[src/rtl/mult_pkg.sv]
// Shared definitions for the shift-and-add multiplier: FSM state encoding,
// operand width and iteration count.
package mult_pkg;

  localparam int MULT_W    = 32;
  localparam int MULT_ITER = 32;
  localparam int CNT_W     = $clog2(MULT_ITER);

  localparam logic [CNT_W-1:0] LAST_CNT = CNT_W'(MULT_ITER - 1);

  typedef enum logic [1:0] {
    IDLE = 2'd0,
    RUN  = 2'd1,
    DONE = 2'd2
  } state_t;

endpackage

[src/rtl/shift_add_mult_if.sv]
// Operand/result bundle of the shift-and-add multiplier; the requester
// uses the master modport, the multiplier the slave modport.
interface shift_add_mult_if;

  logic        ctrl_mult;
  logic [31:0] data_operandA;
  logic [31:0] data_operandB;
  logic [31:0] data_result;
  logic        data_exception;
  logic        data_resultRdy;

  modport master (
    output ctrl_mult, data_operandA, data_operandB,
    input  data_result, data_exception, data_resultRdy
  );

  modport slave (
    input  ctrl_mult, data_operandA, data_operandB,
    output data_result, data_exception, data_resultRdy
  );

endinterface

[src/rtl/sll_32.sv]
// 32-bit logical shift-left stage used to form the per-iteration partial product.
module sll_32 (
  input  logic [31:0] in,
  input  logic [4:0]  shft_amt,
  output logic [31:0] out
);

  assign out = in << shft_amt;

endmodule

[src/rtl/shift_add_mult.sv]
// Sequential 32x32 signed shift-and-add multiplier, one multiplier bit per clock.
// Optional signed-overflow detection is enabled by defining MULT_OVF_DETECT_EN.
module shift_add_mult
  import mult_pkg::*;
(
  input  logic            clock,
  input  logic            reset,
  shift_add_mult_if.slave bus
);

`ifdef MULT_OVF_DETECT_EN
  localparam int ACC_W = 2 * MULT_W;
`else
  localparam int ACC_W = MULT_W;
`endif

  state_t            state_q, state_d;
  logic [MULT_W-1:0] a_q, a_d;
  logic [MULT_W-1:0] b_q, b_d;
  logic [ACC_W-1:0]  acc_q, acc_d;
  logic [CNT_W-1:0]  cnt_q, cnt_d;
  logic [MULT_W-1:0] result_q, result_d;
  logic              rdy_q, rdy_d;
  logic [MULT_W-1:0] shifted_lo;
  logic [ACC_W-1:0]  partial;
  logic [ACC_W-1:0]  acc_step;

  sll_32 u_sll_32 (
    .in       (a_q),
    .shft_amt (cnt_q),
    .out      (shifted_lo)
  );

`ifdef MULT_OVF_DETECT_EN
  logic [MULT_W-1:0] shifted_hi;
  logic [32:0]       top_bits;
  logic              ovf;
  logic              exc_q, exc_d;

  // Upper half of the sign-extended multiplicand after the shift: sign fill
  // plus the bits the 32-bit shifter pushed out (none when count is 0).
  assign shifted_hi = ({MULT_W{a_q[MULT_W-1]}} << cnt_q)
                    | (a_q >> (6'd32 - {1'b0, cnt_q}));
  assign partial    = {shifted_hi, shifted_lo};
  assign top_bits   = acc_step[63:31];
  assign ovf        = !((&top_bits) || !(|top_bits));
`else
  assign partial    = shifted_lo;
`endif

  // Bit 31 of the multiplier carries weight -2^31, hence the subtraction.
  assign acc_step = !b_q[cnt_q]          ? acc_q :
                    (cnt_q == LAST_CNT)  ? acc_q - partial :
                                           acc_q + partial;

  always_comb begin
    state_d  = state_q;
    a_d      = a_q;
    b_d      = b_q;
    acc_d    = acc_q;
    cnt_d    = cnt_q;
    result_d = result_q;
    rdy_d    = 1'b0;
`ifdef MULT_OVF_DETECT_EN
    exc_d    = exc_q;
`endif
    if (bus.ctrl_mult) begin
      state_d = RUN;
      a_d     = bus.data_operandA;
      b_d     = bus.data_operandB;
      acc_d   = '0;
      cnt_d   = '0;
    end else begin
      case (state_q)
        RUN: begin
          acc_d = acc_step;
          if (cnt_q == LAST_CNT) begin
            state_d  = DONE;
            result_d = acc_step[MULT_W-1:0];
            rdy_d    = 1'b1;
`ifdef MULT_OVF_DETECT_EN
            exc_d    = ovf;
`endif
          end else begin
            cnt_d = cnt_q + 5'd1;
          end
        end
        DONE:    state_d = IDLE;
        default: state_d = IDLE;
      endcase
    end
  end

  always_ff @(posedge clock or posedge reset) begin
    if (reset) begin
      state_q  <= IDLE;
      a_q      <= '0;
      b_q      <= '0;
      acc_q    <= '0;
      cnt_q    <= '0;
      result_q <= '0;
      rdy_q    <= 1'b0;
    end else begin
      state_q  <= state_d;
      a_q      <= a_d;
      b_q      <= b_d;
      acc_q    <= acc_d;
      cnt_q    <= cnt_d;
      result_q <= result_d;
      rdy_q    <= rdy_d;
    end
  end

`ifdef MULT_OVF_DETECT_EN
  always_ff @(posedge clock or posedge reset) begin
    if (reset) exc_q <= 1'b0;
    else       exc_q <= exc_d;
  end

  assign bus.data_exception = exc_q;
`else
  assign bus.data_exception = 1'b0;
`endif

  assign bus.data_result    = result_q;
  assign bus.data_resultRdy = rdy_q;

endmodule

[src/flat_wrapper.sv]
// flat-port wrapper written by rule: the top's interface ports become plain ports
module shift_add_mult_flat import mult_pkg::*;
  (clock, reset, bus_ctrl_mult, bus_data_operandA, bus_data_operandB, bus_data_result, bus_data_exception, bus_data_resultRdy);
  shift_add_mult_if bus_i ();
  input  logic clock;
  input  logic reset;
  input wire logic [$bits(bus_i.ctrl_mult)-1:0] bus_ctrl_mult;
  input wire logic [$bits(bus_i.data_operandA)-1:0] bus_data_operandA;
  input wire logic [$bits(bus_i.data_operandB)-1:0] bus_data_operandB;
  output wire logic [$bits(bus_i.data_result)-1:0] bus_data_result;
  output wire logic [$bits(bus_i.data_exception)-1:0] bus_data_exception;
  output wire logic [$bits(bus_i.data_resultRdy)-1:0] bus_data_resultRdy;
  assign bus_i.ctrl_mult = bus_ctrl_mult;
  assign bus_i.data_operandA = bus_data_operandA;
  assign bus_i.data_operandB = bus_data_operandB;
  assign bus_data_result = bus_i.data_result;
  assign bus_data_exception = bus_i.data_exception;
  assign bus_data_resultRdy = bus_i.data_resultRdy;
  shift_add_mult u_core (.clock(clock), .reset(reset), .bus(bus_i));
endmodule
[config.mk]
export PLATFORM = sky130hd
export DESIGN_NAME = shift_add_mult_flat
export DESIGN_NICKNAME = d
export VERILOG_FILES = /design/src/rtl/mult_pkg.sv /design/src/rtl/shift_add_mult_if.sv /design/src/rtl/sll_32.sv /design/src/rtl/shift_add_mult.sv /design/src/flat_wrapper.sv
export SDC_FILE = /design/constraint.sdc
export NUM_CORES = 1
export LEC_CHECK = 0
export ABC_AREA = 1
export BUFFER_PORTS_ARGS = -buffer_cell sky130_fd_sc_hd__buf_2
export CELL_PAD_IN_SITES_DETAIL_PLACEMENT = 1
export CELL_PAD_IN_SITES_GLOBAL_PLACEMENT = 2
export CORE_ASPECT_RATIO = 2
export CORE_MARGIN = 1.5
export CORE_UTILIZATION = 36
export DETAILED_ROUTE_END_ITERATION = 10
export HOLD_SLACK_MARGIN = 0.12
export PLACE_DENSITY = 0.95
export RECOVER_POWER = 100
export SYNTH_ARGS = -nofsm -noshare
export SYNTH_HDL_FRONTEND = slang
export SYNTH_SLANG_ARGS = --single-unit
[constraint.sdc]
create_clock -name clock -period 12.7 [get_ports clock]
set_clock_uncertainty 0.15 [all_clocks]
set_input_delay 3.175 -clock clock [delete_from_list [all_inputs] [get_ports clock]]
set_output_delay 3.175 -clock clock [all_outputs]
set_load 0.02 [all_outputs]
==> flow_summary.yaml <==
synth:
  ys_types: 53
  synth_top_area_share_pct: 33.96
  synth_xor_area_share_pct: 3.583
  ys_top_cells_by_area: "dfrtp_1 34%, nand2_1 18%, nand3_1 9.0%"
  synth_compound_area_share_pct: 13.53
  synthesis.area_um2: 10020
  synthAdderAreaFrac_pct: 4.444
  postSynthAreaPerCell_um2: 6.758
  synth_top_family_by_area: "simple AND/OR/NAND/NOR gates"
  ys_seq_area_share_pct: 33.96
  synth-simple-area-share_pct: 35.84
  synthCells: 1483
  synthMuxAreaShare_pct: 0
  synth_ff_type: "dfrtp_1"
  synth_seq_cells: 136
  async_flop_share_pct: 100.0
  syn_nets: 1585
  yosysTopAreaCell: "dfrtp_1"
  synth-edff-count: 0
  yosysWarnings: 0
pwr:
  switchingPower_mw: 0.8132
  p_sw_share_pct: 43.27
  ir_drop_mv: 0.1013
  p_per_area_nw_per_um2: 167.5
  sequentialPowerShare_pct: 28.3
  clkPwrFrac_pct: 28.2
  power_frac_comb_pct: 43.5
  intPower_mw: 1.066
  p_leak_nw: 5.785
place:
  placed_cells: 1871
  numPortBuffers: 99
  post-place-ws_ns: 5.860
  dpl-instance-area_um2: 10670
  hpwl_mm: 25.40
  gp_congestion: 0.8880
run_status:
  status: "complete, but fails checks"
  violations: "max-capacitance violations, max-slew violations"
worst_setup_path:
  critPathLaunch: "reset"
  crit_path_top_delay_cell: "clkbuf_1"
  worstPathCellList: "buf_2 > clkinvlp_2 > clkbuf_1"
  path_max_fanout: 73
  critPathLaunchType: "input pin"
  slowest_delay_ns: 2.99
  cp-end-kind: "async pin"
  worstPathRequired_ns: 12.15
  critPathKind: "in2async"
  cp_top_family: "buffers and inverters"
  cp_num_buf_inv: 3
  critPathArrivalTime_ns: 8.00
  r2r-start: "u_core.cnt_q[0]$_DFFE_PP0P_"
clock_tree:
  cts.path.max_buffers: 2
  cts_num_sinks: 136
  tritoncts: "built"
  cts-buffers-inserted: 17
  hold_buffers: 0
  path_clk_slew_ns: 0.06
  ctsHtreeMaxLevel: 4
  clkLatencyLatePin_ns: 0.46
  cts_root_buffer: "clkbuf_16"
  post_cts_buffers: 0
  post_cts_resized: 0
sta:
  worst_pin_slew_ns: 4.152
  drv_slew: 286
  slew_headroom_pct: -176.8
  min_period_over_period_pct: 67.31
  period_minus_slack_ns: 8.548
  rsz0062_at_grt: "false"
  fin_tns_setup_ns: 0
  hold_viol: 0
  fin_ws_ns: 4.152
  setup_viol: 0
  max_freq_mhz: 117.0
floorplanning:
  design.core.area_um2: 27440
  std_cell_rows: 86
  die-area_um2: 28910
  start_util_pct: 36.53
  fp.dieH_um: 239.0
  fp.dieW_um: 121.0
  io_pins: 101
finish:
  area_growth_pct: 11.96
  fill_cells: 3648
  drive_gt1_share_pct: 10.58
  diodes: 0
  fin_area_um2: 11220
  multiInputGateArea_um2: 5757
  layout.nets: 1640
  final_cells: 1902
  seqCellArea_um2: 3403
route:
  routedWlPerCell_um: 17.25
  route.detailed.drc: 0
  drt_iter0_markers: 417
  ant_nets: 0
  vias: 10090
  first_pass_iters: 4
  avgViaCountPerCell: 5.305
  postRouteWirelength_mm: 32.80
min_path:
  hp-start: "u_core.b_q[8]$_DFFE_PP0P_"
  hp-class: "reg2reg"
grt:
  antenna_found_initial: 0
  grt_start_max_net_pins: 74
  grt_overflow: 0
  grt_first_pass_wirelength_mm: 53.84
  grt_pass1_vias: 10717
  gr-usage-all-layers_pct: 23.99
job:
  max_cap_viol_count: 5
## flip-flops by register name (all words and copies together), names as in the netlist
signal                     cells
u_core.bus.data_resultRdy      1
u_core.bus.data_result        32
u_core.cnt_q                   5
u_core.b_q                    32
u_core.state_q                 2
u_core.a_q                    32
u_core.acc_q                  32
## cell type report
| type | instances | share of cell area [%] |
|---|---|---|
| inverter | 130 | 4.382 |
| multi-input combinational | 1143 | 51.30 |
| clock inverter | 12 | 1.472 |
| timing repair buffer | 110 | 4.639 |
| clock buffer | 19 | 3.947 |
| tap | 352 | 3.925 |
| sequential | 136 | 30.33 |
## Yosys cell counts (all sizes together), types with 3 or more instances
library cell / instances
a22o: 3
buf: 39
ha: 34
o22ai: 8
xnor2: 12
or2: 5
nor3: 5
nor2: 79
nand4: 11
nand3: 198
a21boi: 5
o31ai: 3
o21ai: 141
a21oi: 65
a31oi: 13
nor4: 4
xor2: 29
clkbuf: 35
inv: 129
o211ai: 3
nand2: 511
dfrtp: 136
## worst register-to-register path, delay by kind of cell, from the launching register on
| family | cells | cell delay [ns] |
|---|---|---|
| AND/OR/NAND/NOR | 16 | 1.91 |
| adder cells (fa/ha/maj) | 2 | 0.65 |
| buffers and inverters | 5 | 1.18 |
| XOR/XNOR | 1 | 0.15 |
| AO/OA/AOI/OAI | 6 | 1.18 |
| flip-flops | 1 | 0.36 |
## cells in the final DEF (no fill, tap or decap), types with 12 or more instances in the layout
master / netlist / layout
nand2_2: 16 / 16
clkbuf_1: 35 / 39
dfrtp_1: 136 / 136
nand3_2: 17 / 17
clkbuf_16: 0 / 17
a31oi_1: 13 / 13
o21ai_0: 130 / 133
ha_1: 34 / 34
xnor2_1: 12 / 12
inv_1: 119 / 119
xor2_1: 29 / 29
a21oi_1: 64 / 64
nor2_1: 70 / 70
nand2_1: 492 / 492
buf_2: 24 / 65
nand3_1: 181 / 181
## path summary, 6_finish.rpt
kind	to	slack (ns)	cells after the start
setup / recovery	u_core.a_q[21]$_DFFE_PP0P_	4.15	3
hold / removal	u_core.b_q[8]$_DFFE_PP0P_	0.33	2
setup reg to reg	u_core.acc_q[22]$_DFFE_PP0P_	7.00	30
hold reg to reg	u_core.b_q[8]$_DFFE_PP0P_	0.33	2
max in group clock	u_core.bus.data_result[4]$_DFFE_PP0P_	5.14	7
min in group asynchronous	u_core.a_q[0]$_DFFE_PP0P_	3.36	2
## metal layers
metal | GRT usage, % | part of all wire, % | vias up
met5 | 0 | 0 | -
met4 | 13.90 | 5.3 | 0
met3 | 3.364 | 2.0 | 95
met2 | 46.40 | 56 | 177
met1 | 23.70 | 36 | 4859
li1 | - | - | 4959
## metrics by stage
| step | utilization [%] | power [mW] | hold slack [ns] |
|---|---|---|---|
| after detailed placement | 38.90 | 1.350 | 0.3098 |
| after floorplan | - | 1.124 | 0.2922 |
| after CTS | 41.12 | 1.896 | 0.3281 |
| after global placement | 38.90 | 1.328 | 0.3056 |
| final | 40.89 | 1.879 | 0.3253 |
| after global routing | 40.89 | 2.021 | 0.3461 |
## power by group through the flow
stage	sequential (mW)	clock, mW	combinational, mW
6_report	0.533	0.529	0.817
5_1_grt	0.539	0.558	0.925
4_1_cts	0.532	0.544	0.820
3_5_place_dp	0.539	0	0.812
3_3_place_gp	0.537	0	0.791
2_1_floorplan	0.528	0	0.596
## logic make-up (layout without fill, tap and decap cells)
| kind of cell | Yosys count | in the layout |
|---|---|---|
| simple gates | 815 | 815 |
| compound gates | 251 | 251 |
| buf+inv | 204 | 271 |
| flops | 136 | 136 |
| xor+xnor | 41 | 41 |
| fa+ha+maj | 35 | 35 |
| other cells | 1 | 1 |
(Power assumes the default switching activity.)
